[src/rtl/lc3b_control.sv]
// Multicycle fetch/decode/execute control FSM for the LC-3b datapath.
// Optional memory-wait abort enabled by defining CTRL_MEM_TIMEOUT_EN.
package lc3b_types;
    typedef enum logic [3:0] {
        op_br   = 4'b0000, op_add = 4'b0001, op_ldb = 4'b0010, op_stb  = 4'b0011,
        op_jsr  = 4'b0100, op_and = 4'b0101, op_ldr = 4'b0110, op_str  = 4'b0111,
        op_rti  = 4'b1000, op_not = 4'b1001, op_ldi = 4'b1010, op_sti  = 4'b1011,
        op_jmp  = 4'b1100, op_shf = 4'b1101, op_lea = 4'b1110, op_trap = 4'b1111
    } lc3b_opcode;

    typedef enum logic [1:0] {alu_add, alu_and, alu_not, alu_pass} lc3b_aluop;
endpackage

module lc3b_control
    import lc3b_types::*;
#(
    parameter int TIMEOUT_CYCLES = 64
) (
    input  logic       clk,
    input  logic       rst_n,
    input  lc3b_opcode opcode,
    input  logic       imm,
    input  logic       bit11,
    input  logic       branch_enable,
    input  logic       mem_resp,
    output logic       load_pc,
    output logic       load_ir,
    output logic       load_regfile,
    output logic       load_mar,
    output logic       load_mdr,
    output logic       load_cc,
    output logic [1:0] pcmux_sel,
    output logic [1:0] alumux_sel,
    output logic [1:0] regfilemux_sel,
    output logic       marmux_sel,
    output logic       mdrmux_sel,
    output lc3b_aluop  aluop,
    output logic       mem_read,
    output logic       mem_write,
    output logic [1:0] mem_byte_enable,
    output logic       mem_timeout
);

    typedef enum logic [4:0] {
        S_FETCH1, S_FETCH2, S_FETCH3, S_DECODE, S_ADD, S_AND, S_NOT, S_BR,
        S_BR_TAKEN, S_CALC_ADDR, S_LDR1, S_LDR2, S_STR1, S_STR2, S_JMP, S_JSR, S_LEA
    } state_t;

    state_t state_q, state_d;
    logic   wait_st;
    logic   timeout_hit;

    if (TIMEOUT_CYCLES < 2) begin : g_bad_timeout
        $error("lc3b_control: TIMEOUT_CYCLES must be >= 2");
    end

    assign wait_st = (state_q == S_FETCH2) || (state_q == S_LDR1) || (state_q == S_STR2);

`ifdef CTRL_MEM_TIMEOUT_EN
    localparam int CW = $clog2(TIMEOUT_CYCLES);
    localparam logic [CW-1:0] LIMIT = CW'(TIMEOUT_CYCLES - 1);

    logic [CW-1:0] cnt_q, cnt_d;
    logic          mem_timeout_q, mem_timeout_d;

    // No two wait states are adjacent, so clearing outside waits covers every entry.
    always_comb begin
        cnt_d         = '0;
        timeout_hit   = 1'b0;
        if (wait_st && !mem_resp) begin
            cnt_d       = cnt_q + CW'(1);
            timeout_hit = (cnt_q == LIMIT);
        end
        mem_timeout_d = timeout_hit;
    end

    always_ff @(posedge clk) begin
        if (!rst_n) begin
            cnt_q         <= '0;
            mem_timeout_q <= 1'b0;
        end else begin
            cnt_q         <= cnt_d;
            mem_timeout_q <= mem_timeout_d;
        end
    end

    assign mem_timeout = mem_timeout_q;
`else
    assign timeout_hit = 1'b0;
    assign mem_timeout = 1'b0;
`endif

    always_ff @(posedge clk) begin
        if (!rst_n) state_q <= S_FETCH1;
        else        state_q <= state_d;
    end

    always_comb begin
        state_d         = state_q;
        load_pc         = 1'b0;
        load_ir         = 1'b0;
        load_regfile    = 1'b0;
        load_mar        = 1'b0;
        load_mdr        = 1'b0;
        load_cc         = 1'b0;
        pcmux_sel       = 2'b00;
        alumux_sel      = 2'b00;
        regfilemux_sel  = 2'b00;
        marmux_sel      = 1'b0;
        mdrmux_sel      = 1'b0;
        aluop           = alu_add;
        mem_read        = 1'b0;
        mem_write       = 1'b0;
        mem_byte_enable = 2'b11;

        unique case (state_q)
            S_FETCH1: begin
                load_mar = 1'b1;
                load_pc  = 1'b1;
                state_d  = S_FETCH2;
            end
            S_FETCH2: begin
                mem_read   = 1'b1;
                mdrmux_sel = 1'b1;
                load_mdr   = 1'b1;
                if (mem_resp) state_d = S_FETCH3;
            end
            S_FETCH3: begin
                load_ir = 1'b1;
                state_d = S_DECODE;
            end
            S_DECODE: begin
                unique case (opcode)
                    op_add:         state_d = S_ADD;
                    op_and:         state_d = S_AND;
                    op_not:         state_d = S_NOT;
                    op_br:          state_d = S_BR;
                    op_ldr, op_str: state_d = S_CALC_ADDR;
                    op_jmp:         state_d = S_JMP;
                    op_jsr:         state_d = S_JSR;
                    op_lea:         state_d = S_LEA;
                    default:        state_d = S_FETCH1;
                endcase
            end
            S_ADD, S_AND: begin
                load_regfile = 1'b1;
                load_cc      = 1'b1;
                alumux_sel   = imm ? 2'b01 : 2'b00;
                aluop        = (state_q == S_AND) ? alu_and : alu_add;
                state_d      = S_FETCH1;
            end
            S_NOT: begin
                load_regfile = 1'b1;
                load_cc      = 1'b1;
                aluop        = alu_not;
                state_d      = S_FETCH1;
            end
            S_BR: state_d = branch_enable ? S_BR_TAKEN : S_FETCH1;
            S_BR_TAKEN: begin
                load_pc   = 1'b1;
                pcmux_sel = 2'b01;
                state_d   = S_FETCH1;
            end
            S_CALC_ADDR: begin
                alumux_sel = 2'b10;
                load_mar   = 1'b1;
                marmux_sel = 1'b1;
                state_d    = (opcode == op_str) ? S_STR1 : S_LDR1;
            end
            S_LDR1: begin
                mem_read   = 1'b1;
                mdrmux_sel = 1'b1;
                load_mdr   = 1'b1;
                if (mem_resp) state_d = S_LDR2;
            end
            S_LDR2: begin
                load_regfile   = 1'b1;
                regfilemux_sel = 2'b01;
                load_cc        = 1'b1;
                state_d        = S_FETCH1;
            end
            S_STR1: begin
                load_mdr = 1'b1;
                aluop    = alu_pass;
                state_d  = S_STR2;
            end
            S_STR2: begin
                mem_write = 1'b1;
                if (mem_resp) state_d = S_FETCH1;
            end
            S_JMP: begin
                load_pc   = 1'b1;
                pcmux_sel = 2'b10;
                state_d   = S_FETCH1;
            end
            S_JSR: begin
                load_regfile   = 1'b1;
                regfilemux_sel = 2'b10;
                load_pc        = 1'b1;
                pcmux_sel      = bit11 ? 2'b11 : 2'b10;
                state_d        = S_FETCH1;
            end
            S_LEA: begin
                load_regfile   = 1'b1;
                regfilemux_sel = 2'b11;
                load_cc        = 1'b1;
                state_d        = S_FETCH1;
            end
            default: state_d = S_FETCH1;
        endcase

        if (timeout_hit) state_d = S_FETCH1;
    end

endmodule

[config.mk]
export PLATFORM = sky130hd
export DESIGN_NAME = lc3b_control
export DESIGN_NICKNAME = d
export VERILOG_FILES = /design/src/rtl/lc3b_control.sv
export SDC_FILE = /design/constraint.sdc
export NUM_CORES = 1
export LEC_CHECK = 0
export CORE_MARGIN = 10
export CORE_UTILIZATION = 46
export CTS_CLUSTER_SIZE = 16
export DETAILED_ROUTE_END_ITERATION = 10
export PLACE_DENSITY = 0.92
export SETUP_SLACK_MARGIN = 0.1
export SLEW_MARGIN = 20
export SYNTH_ARGS = -nofsm -noshare
export SYNTH_HDL_FRONTEND = slang
export SYNTH_SLANG_ARGS = --single-unit
[constraint.sdc]
create_clock -name clk -period 3.9 [get_ports clk]
set_input_delay 0.78 -clock clk [delete_from_list [all_inputs] [get_ports clk]]
set_output_delay 0.78 -clock clk [all_outputs]
set_load 0.02 [all_outputs]
==> results.ini <==
[outcome]
status = finished, final reports clean

[cells_and_area]
regMostFlops = state_q
fillers = 135
drive_gt1_share_pct = 7.52
seqCellArea_um2 = 100
area_delta_synth_final_pct = 32.1
final_area_um2 = 1020
largestRegisters = state_q (5)
multi_input_area_um2 = 592
largest_reg_flops = 5
utilization_pct = 66.4
final_cell_count_no_fill = 149
final_nets = 144
antenna_cells = 0

[timing]
tns_ns = 0
fin_ws_ns = 0.710
max_freq_ghz = 0.314
setup_viol = 0
drv_slew = 0
finalHoldViolCount = 0
period_minus_slack_ns = 3.19
clock_skew_ns = 0.00109
finalCritPeriodShare_pct = 81.8
rsz0062_at_grt = false
slew_headroom_pct = 48.1
tightest_slew_ns = 0.777

[clock_network]
hold_buffers = 0
clock_path_buffers = 2
cts_buffers = 3
ctsResizeCount = 0
cts_sinks = 5
post_cts_buffers = 0
cts.clk_slew.worst_paths_ns = 0.04
cts_tree = done
clkLatencyLatePin_ns = 0.23
h-tree-depth = 1
root_buffer = clkbuf_4

[worst_setup_path]
end_kind = output pin
setup.worst_path.start_class = flop
worstPathArrival_ns = 2.41
cp.required_ns = 3.12
path_max_fanout = 25
setup.worst_path.class = flop to output pin

[floorplan]
coreArea_um2 = 1540
initial_core_util_pct = 50.2
io_pins = 31
row_count = 14
fp.dieH_um = 61.0
dieArea_um2 = 3720
die_w_um = 61.0

[placed_design]
place_area_um2 = 997
placed_cells = 145
dp_slack_ns = 0.931
portBuffers = 27
place.gp.congestion = 0.849
place_hpwl_mm = 1.77

[drt]
via_count = 887
wl_mm = 2.26
first_pass_iters = 4
drc = 0
viasPerCell = 5.95
wire_per_inst_um = 15.1
drt_iter0_markers = 26
ant_nets = 0

[power_and_ir_drop]
p_leak_nw = 0.365
p_clk_share_pct = 13.0
ir_worst_vdd_mv = 0.450
power.switching_w = 0.000204
comb_power_share_pct = 62.0
power_density_nw_per_um2 = 429
p_seq_share_pct = 25.0
internal_power_w = 0.000236
switching_share_pct = 46.4

[grt]
grt-ovfl-total = 0
grt.total_usage_pct = 12.1
grt_max_degree = 26
grt_pass1_vias = 816
antenna_found_initial = 0
grt_pass1_wl_mm = 3.62

[min_path]
min_path_type = flop to flop

[yosys]
synthesis.area_um2 = 774
ys_ff_latch = 5
synth_cells = 114
yosysUniqueCellTypes = 43
synth_seq_area_share_pct = 12.9
synth.avg_cell_area_um2 = 6.79
async_flop_share_pct = 0
yosys_warnings = 0
synth_edf_count = 0
synth_ff_type = dfxtp_1

[run]
drv_cap = 0

-- stage by stage --
stage,hold slack [ns],power (W)
finish,0.770,0.000440
global route,0.853,0.000470
floorplan,0.597,0.000292
CTS,0.773,0.000442
detailed placement,0.767,0.000381
global placement,0.760,0.000374
-- area by class of cell --
class                   instances  share of cell area [%]
clock buffers                   4                    2.57
inverters                       2                   0.733
multi-input cells              94                    57.8
flip-flops and latches          5                    9.78
well taps                      16                    1.96
repair buffers                 28                    27.1
-- placed cells by master, fill, tap and decap left out, types with 3 or more instances in the layout --
cell / synthesis / routed
or3_1: 3 / 3
conb_1: 2 / 3
nand2b_1: 8 / 8
nand3_1: 6 / 6
a21oi_1: 5 / 5
clkbuf_4: 0 / 3
o21ai_0: 3 / 3
nand2_1: 11 / 11
nor3_1: 5 / 5
dfxtp_1: 5 / 5
xnor2_1: 4 / 4
clkdlybuf4s50_1: 0 / 27
nor2_1: 10 / 10
-- critical path, stage by stage (launching register included) --
cell and delay (ns):
dfxtp_1 0.82, nand2b_1 0.29, nor4b_1 0.39, clkdlybuf4s50_1 0.68
-- cells by family (layout without fill, tap and decap cells) --
family	count (synthesis)	in the layout	share of synthesized area [%]
XOR/XNOR	6	6	6.79
buffers and inverters	16	34	11.1
multiplexers	3	3	4.04
other	2	3	0.970
flip-flops	5	5	12.9
AO/OA/AOI/OAI	24	24	23.4
AND/OR/NAND/NOR	58	58	40.7
-- power by group through the flow --
stage	sequential, W	clock, W	combinational, W
3_3_place_gp	0.000106	0	0.000268
3_5_place_dp	0.000108	0	0.000273
4_1_cts	0.000107	0.0000609	0.000274
5_1_grt	0.000115	0.0000628	0.000292
2_1_floorplan	0.0000680	0	0.000223
6_report	0.000110	0.0000571	0.000273
-- worst paths after layout --
kind,from,end,slack (ns),cells past startpoint
min,state_q[3],state_q[2],0.77,4
min reg2reg,state_q[3],state_q[2],0.77,4
max reg2reg,state_q[1],state_q[1],1.93,4
max,state_q[2],alumux_sel[0],0.71,3
-- routing by layer --
layer | up-vias | global-route usage, % | share of wire (%)
met5 | - | 0 | 0
met4 | 0 | 6.27 | 1.5
li1 | 439 | - | -
met2 | 39 | 20.9 | 48
met1 | 407 | 13.9 | 40
met3 | 2 | 1.65 | 9.9
-- synthesized netlist by cell type, drive strengths merged (3+ instances only) --
cell	count	share of area (%)
a21oi	5	3.2
buf	10	8.1
clkbuf	4	2.1
dfxtp	5	13
nand2	11	5.3
nand2b	8	6.5
nand3	6	3.9
nor2	10	4.8
nor3	5	3.2
o21ai	3	1.9
or3	3	2.4
xnor2	4	4.5
Power figures use the tool's default switching activity.
